## config.mk

```make
export PLATFORM = sky130hd
export DESIGN_NAME = error_scorer
export DESIGN_NICKNAME = d
export VERILOG_FILES = /design/src/rtl/score_pkg.sv /design/src/rtl/score_quantizer.sv /design/src/rtl/error_scorer.sv
export SDC_FILE = /design/constraint.sdc
export NUM_CORES = 1
export LEC_CHECK = 0
export CAP_MARGIN = 20
export CORE_ASPECT_RATIO = 2
export CORE_MARGIN = 1
export CORE_UTILIZATION = 50
export DETAILED_ROUTE_END_ITERATION = 16
export PLACE_DENSITY = 0.74
export SYNTH_ARGS = -nofsm -noshare
export SYNTH_HDL_FRONTEND = slang
export SYNTH_SLANG_ARGS = --single-unit
```

## constraint.sdc

```tcl
create_clock -name clk_in -period 2.6 [get_ports clk_in]
set_clock_uncertainty 0.2 [all_clocks]
set_input_delay 0.52 -clock clk_in [delete_from_list [all_inputs] [get_ports clk_in]]
set_output_delay 0.52 -clock clk_in [all_outputs]
set_load 0.01 [all_outputs]
```

## src/rtl/score_pkg.sv

```systemverilog
// Shared score definitions: the scorer and the seven-segment score display both
// import this so they agree on the width and meaning of a score.
package score_pkg;

    // 0 = best (green) .. 7 = worst (red)
    typedef logic [2:0] score_t;

    localparam score_t SCORE_MIN = 3'd0;
    localparam score_t SCORE_MAX = 3'd7;

    // ACCUM gathers samples; QUANT turns a finished window into a score.
    typedef enum logic {
        ACCUM = 1'b0,
        QUANT = 1'b1
    } scorer_state_t;

endpackage : score_pkg

```

## src/rtl/score_quantizer.sv

```systemverilog
// Combinational window-sum to score conversion. The window sum is averaged by a
// power-of-two shift, divided into bins of 2^BIN_SHIFT error units, and any bin
// past the worst score saturates there.
module score_quantizer
    import score_pkg::*;
#(
    parameter int SUM_WIDTH   = 22,
    parameter int LOG2_WINDOW = 6,
    parameter int BIN_SHIFT   = 8
) (
    input  logic [SUM_WIDTH-1:0] window_sum,
    output score_t               score
);

    logic [SUM_WIDTH-1:0] avg_s;
    logic [SUM_WIDTH-1:0] bin_s;

    // Average the window, pick its bin and clamp it to the score range.
    always_comb begin
        avg_s = window_sum >> LOG2_WINDOW;
        bin_s = avg_s >> BIN_SHIFT;
        if (bin_s > SUM_WIDTH'(SCORE_MAX)) begin
            score = SCORE_MAX;
        end else begin
            score = bin_s[2:0];
        end
    end

endmodule : score_quantizer

```

## src/rtl/error_scorer.sv

```systemverilog
// Error scorer: averages per-sample error magnitudes over fixed windows,
// quantizes each window average into a 0..7 score, and presents a new score
// only at a frame boundary so the on-screen score sprite never tears.
module error_scorer
    import score_pkg::*;
#(
    parameter int ERR_WIDTH   = 16,
    parameter int LOG2_WINDOW = 6,
    parameter int BIN_SHIFT   = 8
) (
    input  logic                 clk_in,
    input  logic                 rst_in,
    input  logic [ERR_WIDTH-1:0] err_in,
    input  logic                 err_valid_in,
    input  logic                 frame_start_in,
    output score_t               score_out,
    output logic                 score_update_out,
    output logic                 window_done_out
);

    // A full window of maximum-magnitude samples fits exactly in SUM_WIDTH bits.
    localparam int SUM_WIDTH = ERR_WIDTH + LOG2_WINDOW;
    localparam int CNT_WIDTH = LOG2_WINDOW + 1;
    localparam logic [CNT_WIDTH-1:0] LAST_COUNT = CNT_WIDTH'((1 << LOG2_WINDOW) - 1);

    scorer_state_t          state_r;
    logic [SUM_WIDTH-1:0]   sum_r;
    logic [CNT_WIDTH-1:0]   count_r;
    logic [SUM_WIDTH-1:0]   window_sum_r;
    logic                   window_done_r;
    score_t                 pending_score_r;
    logic                   pending_valid_r;
    score_t                 score_r;
    logic                   score_update_r;

    logic [SUM_WIDTH-1:0]   sum_next_s;
    logic                   apply_pending_s;
    score_t                 quant_score_s;

    score_quantizer #(
        .SUM_WIDTH   (SUM_WIDTH),
        .LOG2_WINDOW (LOG2_WINDOW),
        .BIN_SHIFT   (BIN_SHIFT)
    ) u_quantizer (
        .window_sum (window_sum_r),
        .score      (quant_score_s)
    );

    // Running sum including the current sample, and the frame-boundary apply condition.
    always_comb begin
        sum_next_s      = sum_r + SUM_WIDTH'(err_in);
        apply_pending_s = frame_start_in && pending_valid_r;
    end

    // Window accumulation FSM; QUANT lasts one cycle and still accepts a sample
    // (into the fresh window) so no valid sample is ever dropped.
    always_ff @(posedge clk_in) begin
        if (!rst_in) begin
            state_r       <= ACCUM;
            sum_r         <= {SUM_WIDTH{1'b0}};
            count_r       <= {CNT_WIDTH{1'b0}};
            window_sum_r  <= {SUM_WIDTH{1'b0}};
            window_done_r <= 1'b0;
        end else begin
            case (state_r)
                ACCUM: begin
                    window_done_r <= 1'b0;
                    if (err_valid_in) begin
                        if (count_r == LAST_COUNT) begin
                            window_sum_r <= sum_next_s;
                            sum_r        <= {SUM_WIDTH{1'b0}};
                            count_r      <= {CNT_WIDTH{1'b0}};
                            state_r      <= QUANT;
                        end else begin
                            sum_r   <= sum_next_s;
                            count_r <= count_r + CNT_WIDTH'(1);
                        end
                    end
                end
                QUANT: begin
                    window_done_r <= 1'b1;
                    state_r       <= ACCUM;
                    if (err_valid_in) begin
                        sum_r   <= sum_next_s;
                        count_r <= count_r + CNT_WIDTH'(1);
                    end
                end
                default: begin
                    state_r       <= ACCUM;
                    sum_r         <= {SUM_WIDTH{1'b0}};
                    count_r       <= {CNT_WIDTH{1'b0}};
                    window_done_r <= 1'b0;
                end
            endcase
        end
    end

    // Pending result and displayed score. A result quantized in the same cycle as
    // a frame start becomes pending while the older pending value is displayed.
    always_ff @(posedge clk_in) begin
        if (!rst_in) begin
            pending_score_r <= SCORE_MIN;
            pending_valid_r <= 1'b0;
            score_r         <= SCORE_MIN;
            score_update_r  <= 1'b0;
        end else begin
            score_update_r <= apply_pending_s;
            if (apply_pending_s) begin
                score_r <= pending_score_r;
            end
            if (state_r == QUANT) begin
                pending_score_r <= quant_score_s;
                pending_valid_r <= 1'b1;
            end else if (apply_pending_s) begin
                pending_valid_r <= 1'b0;
            end
        end
    end

    assign score_out        = score_r;
    assign score_update_out = score_update_r;
    assign window_done_out  = window_done_r;

endmodule : error_scorer

```

Word level (Yosys, flattened, before mapping)
Cells that the tools add are included.
{"block": "op_classes", "n_addsub": 2, "magnitude_cmp": 1, "n_eq_ne": 3, "n_mux": 15, "bitwise": 1, "n_reduce_logical": 4}
{"cell": "22-bit 2-to-1 mux", "n": 3}
{"cell": "22-bit one-hot mux with 2 select lines", "n": 1}
{"cell": "22-bit by 16-bit adder with 22-bit output", "n": 1}
{"cell": "7-bit 2-to-1 mux", "n": 3}
{"cell": "7-bit one-hot mux with 2 select lines", "n": 1}
{"cell": "8-bit by 3-bit greater-than comparator with 1-bit output, second input constant", "n": 1}
{"cell": "7-bit by 1-bit adder with 7-bit output, second input constant", "n": 1}
{"cell": "7-bit by 6-bit equality test with 1-bit output, second input constant", "n": 1}
{"cell": "1-bit 2-to-1 mux", "n": 4}
{"cell": "2-bit != test, second input constant", "n": 2}
{"cell": "1-bit one-hot mux with 2 select lines", "n": 2}
{"cell": "3-bit 2-to-1 mux", "n": 1}
{"cell": "3-bit AND reduction", "n": 1}
{"cell": "2-bit AND reduction", "n": 1}
{"cell": "2-bit nonzero test", "n": 1}
{"cell": "1-bit logical AND", "n": 1}
{"cell": "1-bit NOT", "n": 1}
{"block": "totals", "ff_bits": 61, "input_bits": 20, "out_inout_bits": 5}

Longest topological paths before layout
{"block": "depth", "depth_word": 4, "mapped_depth": 9, "ltp_nobuf": 9}

By module
From an unflattened synthesis, not the netlist that was laid out.
{"block": "hier_totals", "hier_cells": 393, "hier_area_um2": 3223.1}
{"module": "error_scorer", "instances": 1, "cells_per_inst": 386, "area_each_um2": 3188.1}
{"module": "score_quantizer", "instances": 1, "cells_per_inst": 7, "area_each_um2": 35.0}

Worst setup path before layout
Ideal clock, no wire load.
{"block": "synth_timing", "kind": "input port to flip-flop", "from": "in err_in[0]", "to": "reg window_sum_r[18]", "setup_ps": 132, "t_arrival_ps": 2338, "t_required_ps": 2268, "setup_slack_ps": -70, "cell_stages": 9, "cell_sequence": "ha_1 -> fa_1 -> a211oi_1 -> nor3_1 -> o211ai_1 -> o21ai_1 -> and3_1 -> xnor2_1 -> a21oi_1"}
{"block": "synth_via", "elab_chain_cells": 1}
{"element": "start: declaration", "line": "error_scorer.sv:13", "text": "input logic [ERR_WIDTH-1:0] err_in,"}
{"element": "22-bit by 16-bit adder with 22-bit output", "line": "error_scorer.sv:51", "text": "sum_next_s = sum_r + SUM_WIDTH'(err_in);"}
{"element": "end signal: assignment", "line": "error_scorer.sv:62", "text": "window_sum_r <= {SUM_WIDTH{1'b0}};"}
{"element": "end signal: assignment", "line": "error_scorer.sv:70", "text": "window_sum_r <= sum_next_s;"}
{"element": "end: declaration", "line": "error_scorer.sv:29", "text": "logic [SUM_WIDTH-1:0] window_sum_r;"}
No other way between the ends.
A chain may end at the register's enable or synchronous reset.

Worst setup path in the final report
{"block": "layout_timing", "from": "in err_in[15]", "to": "reg sum_r[19]"}
{"block": "layout_via", "elab_chain_cells": 4, "word_cells_on_any_way": 5}
{"element": "22-bit by 16-bit adder with 22-bit output (*)", "line": "error_scorer.sv:51"}
{"element": "22-bit 2-to-1 mux", "line": "error_scorer.sv:69", "text": "if (count_r == LAST_COUNT) begin"}
{"element": "22-bit 2-to-1 mux", "line": "error_scorer.sv:68", "text": "if (err_valid_in) begin"}
{"element": "22-bit one-hot mux with 2 select lines (*)", "line": "error_scorer.sv:65", "text": "case (state_r)"}
{"element": "end signal: assignment", "line": "error_scorer.sv:60", "text": "sum_r <= {SUM_WIDTH{1'b0}};"}
{"element": "end signal: assignment", "line": "error_scorer.sv:71", "text": "sum_r <= {SUM_WIDTH{1'b0}};"}
{"element": "end signal: assignment", "line": "error_scorer.sv:75", "text": "sum_r <= sum_next_s;"}
{"element": "end: declaration", "line": "error_scorer.sv:27", "text": "logic [SUM_WIDTH-1:0] sum_r;"}
Every way passes the cells marked *; elsewhere a longest branch is shown, timed or not. The select of a mux whose other input is x is not followed.

==> flow_metrics.tcl <==
set metrics [dict create \
    async_reset_ff_share_pct 0 \
    p_int_mw 1.36 \
    grtUsageTotal_pct 25.0 \
    synth_edf_count 0 \
    grt_util_met1_pct 25.2 \
    crit_slowest_cell "or4_1" \
    yosysWarnings 0 \
    wl_per_cell_microns 15.4 \
    swShare_pct 30.6 \
    ir_drop_mv 0.481 \
    p_comb_share_pct 31.3 \
    synthDominantCellAreaShare_pct 37.4 \
    synth_top_area_cell "dfxtp_1" \
    clk_pin_slew_ns 0.10 \
    grt_pass1_vias 2337 \
    hold_ws_ns 0.256 \
    num_vias 2508 \
    cp-end-kind "flop" \
    grt_max_degree 17 \
    hold_viol 0 \
    synthFlopType "dfxtp_1" \
    path_delay_family "simple AND/OR/NAND/NOR gates" \
    cts_buffer_depth 2 \
    report.final.setup_viol 0 \
    drv_cap 0 \
    die_height_microns 102 \
    dieArea_sq_um 5340 \
    rows 36 \
    insertion_delay_ns 0.31 \
    synth.area.top_cells "dfxtp_1 37%, ha_1 8.4%, a21oi_1 5.6%, o21ai_0 5.2%, nand2_1 4.3%" \
    avgSynthCellArea_sq_um 8.28 \
    crit_buf_inv 2 \
    regArea_sq_um 941 \
    cpPeakStageDelay_ns 0.52 \
    grt_pass1_wl_microns 9990 \
    crit_fanout 5 \
    status "complete, no violations" \
    crit_path_frequent_cell "nand3_1" \
    cp.depth 8 \
    dp_hpwl_microns 4540 \
    p_leak_nw 1.42 \
    clkPwrFrac_pct 28.3 \
    diodes 0 \
    via_per_inst 5.89 \
    rr_worst_depth 8 \
    antenna_found_initial 0 \
    fmax_ghz 0.394 \
    crit_path_start_kind "input pin" \
    synth_most_common_cell "dfxtp_1" \
    required_ns 2.66 \
    syn_area_sq_um 2520 \
    core_sq_um 4860 \
    top_level_ports 25 \
    synth-seq-cells 47 \
    numCtsBuffers 5 \
    worstMarginPinSlew_ns 0.513 \
    p_seq_share_pct 40.4 \
    cts_tree "built" \
    start_util_pct 51.7 \
    grtUsageMet3_pct 4.32 \
    drtIter0Drc 73 \
    switchingPower_mw 0.600 \
    overflow 0 \
    postRouteAntennaNets 0 \
    postLayoutCellArea_sq_um 3390 \
    fin_util_pct 69.8 \
    multi_input_comb_area_sq_um 1650 \
    drt-pass1-iter-count 4 \
    clock-root-buffer "clkbuf_8" \
    period_share_pct 97.7 \
    syn_nets 342 \
    htreeDepth 2 \
    slew_viol_final 0 \
    syn_to_final_growth_pct 34.8 \
    syn_inst 304 \
    port_buffers 24 \
    cp_cell_sequence "clkdlybuf4s50_1 > ha_1 > nand3_1 > inv_1 > nand3_1 > o31a_1 > or4_1 > nand3_1" \
    synth.cells.most_frequent "47 x dfxtp_1, 29 x nand2_1, 29 x nor2_1" \
    powerDensity_nw_per_um2 578 \
    dpl-instance-area_sq_um 3080 \
    gp_congestion 0.952 \
    nFillCells 376 \
    slew_headroom_pct 65.4 \
    fin_nets 406 \
    netlist-cell-type-count 44 \
    drive_gt1_share_pct 20.9 \
    yosysSeqAreaShare_pct 37.4 \
    met2_usage_pct 46.5 \
    top_usage_layer "met2" \
    post-route-drc-count 0 \
    worst-endpoint-arrival_ns 2.60 \
    critPathKind "input pin to flop" \
    die_x_microns 52.2 \
    clock_sinks 47 \
    finalCriticalPeriod_ns 2.54 \
    wl_microns 6560 \
    hold-path-cell-count 2 \
    hold_class "flop to flop" \
]
==> cell usage in the layout, fill, tap and decap left out, types with 7 or more instances in the layout <==
master           Yosys  layout
a21oi_1             28      25
a22oi_1              7       7
buf_4                0      44
clkdlybuf4s50_1      0      15
dfxtp_1             47      47
dlymetal6s2s_1       0       7
ha_1                17       8
ha_4                 0       8
inv_1                9       9
nand2_1             29      29
nand3_1             15      15
nor2_1              29      29
o21ai_0             26      24
xnor2_1             10      10
xor2_1               9       9
==> path summary, 6_finish.rpt <==
check | endpoint | startpoint | slack, ns
setup / recovery | sum_r[19] | err_in[15] | 0.06
hold / removal | score_out[2] | score_out[2] | 0.26
setup reg to reg | sum_r[19] | sum_r[1] | 0.08
hold reg to reg | score_out[2] | score_out[2] | 0.26
==> logic make-up (layout without fill, tap and decap cells) <==
logic type | after synthesis | in the layout | synth area share, %
buf+inv | 22 | 86 | 3.33
xor+xnor | 19 | 19 | 6.61
simple gates | 99 | 99 | 18.5
fa+ha+maj | 18 | 18 | 9.24
compound gates | 97 | 98 | 24.2
flops | 47 | 47 | 37.4
mux | 2 | 2 | 0.795
==> metal layers <==
layer  vias up  routed length [microns]
li1       1234                        -
met2        73                     3640
met1      1184                     2540
met3        17                      239
met5         -                        0
met4         0                      144
==> state kept, by name (all words and copies together) (netlist names) <==
name	count
pending_score_r	3
window_done_out	1
score_out	3
score_update_out	1
sum_r	22
count_r	7
pending_valid_r	1
state_r	1
window_sum_r	8
==> what timing repair did <==
action	in CTS	in global routing
buffers inserted	2	3
gates cloned	1	0
gates resized for setup	13	17
hold buffers	0	0
endpoints found under the setup margin	17	18
pin swaps	10	16
==> final cells by class <==
cell class / count / share of cell area [%]
multi-input cells: 236 / 48.6
clock buffers: 5 / 2.03
flip-flops and latches: 47 / 27.7
well taps: 57 / 2.10
inverters: 10 / 1.11
clock inverters: 3 / 1.29
repair buffers: 68 / 17.1
==> through the flow <==
step                      setup WS [ns]  power (mW)  TNS (ns)  std cells
after global placement           -0.481        1.33     -7.97        412
final                            0.0594        1.96         0        426
after floorplan                  0.0110        1.12         0        304
after global routing            -0.0277        2.06   -0.0969        426
after detailed placement         -0.526        1.34     -9.11        412
after CTS                       0.00504        1.92         0        423
==> power groups by stage <==
| stage | registers [mW] | logic, mW | clock network, mW |
|---|---|---|---|
| 2_1_floorplan | 0.791 | 0.329 | 0 |
| 3_3_place_gp | 0.798 | 0.530 | 0 |
| 3_5_place_dp | 0.801 | 0.539 | 0 |
| 4_1_cts | 0.786 | 0.570 | 0.565 |
| 5_1_grt | 0.796 | 0.671 | 0.591 |
| 6_report | 0.794 | 0.614 | 0.555 |
==> worst reg2reg max path, cell delays in order (launching register included) <==
cell and delay [ns]:
dfxtp_1 0.37, ha_1 0.28, a21o_1 0.12, nand4_1 0.17
a21oi_2 0.26, nor4_4 0.07, o31a_1 0.36, or4_1 0.52
nand3_1 0.10
(Power assumes the default switching activity.)
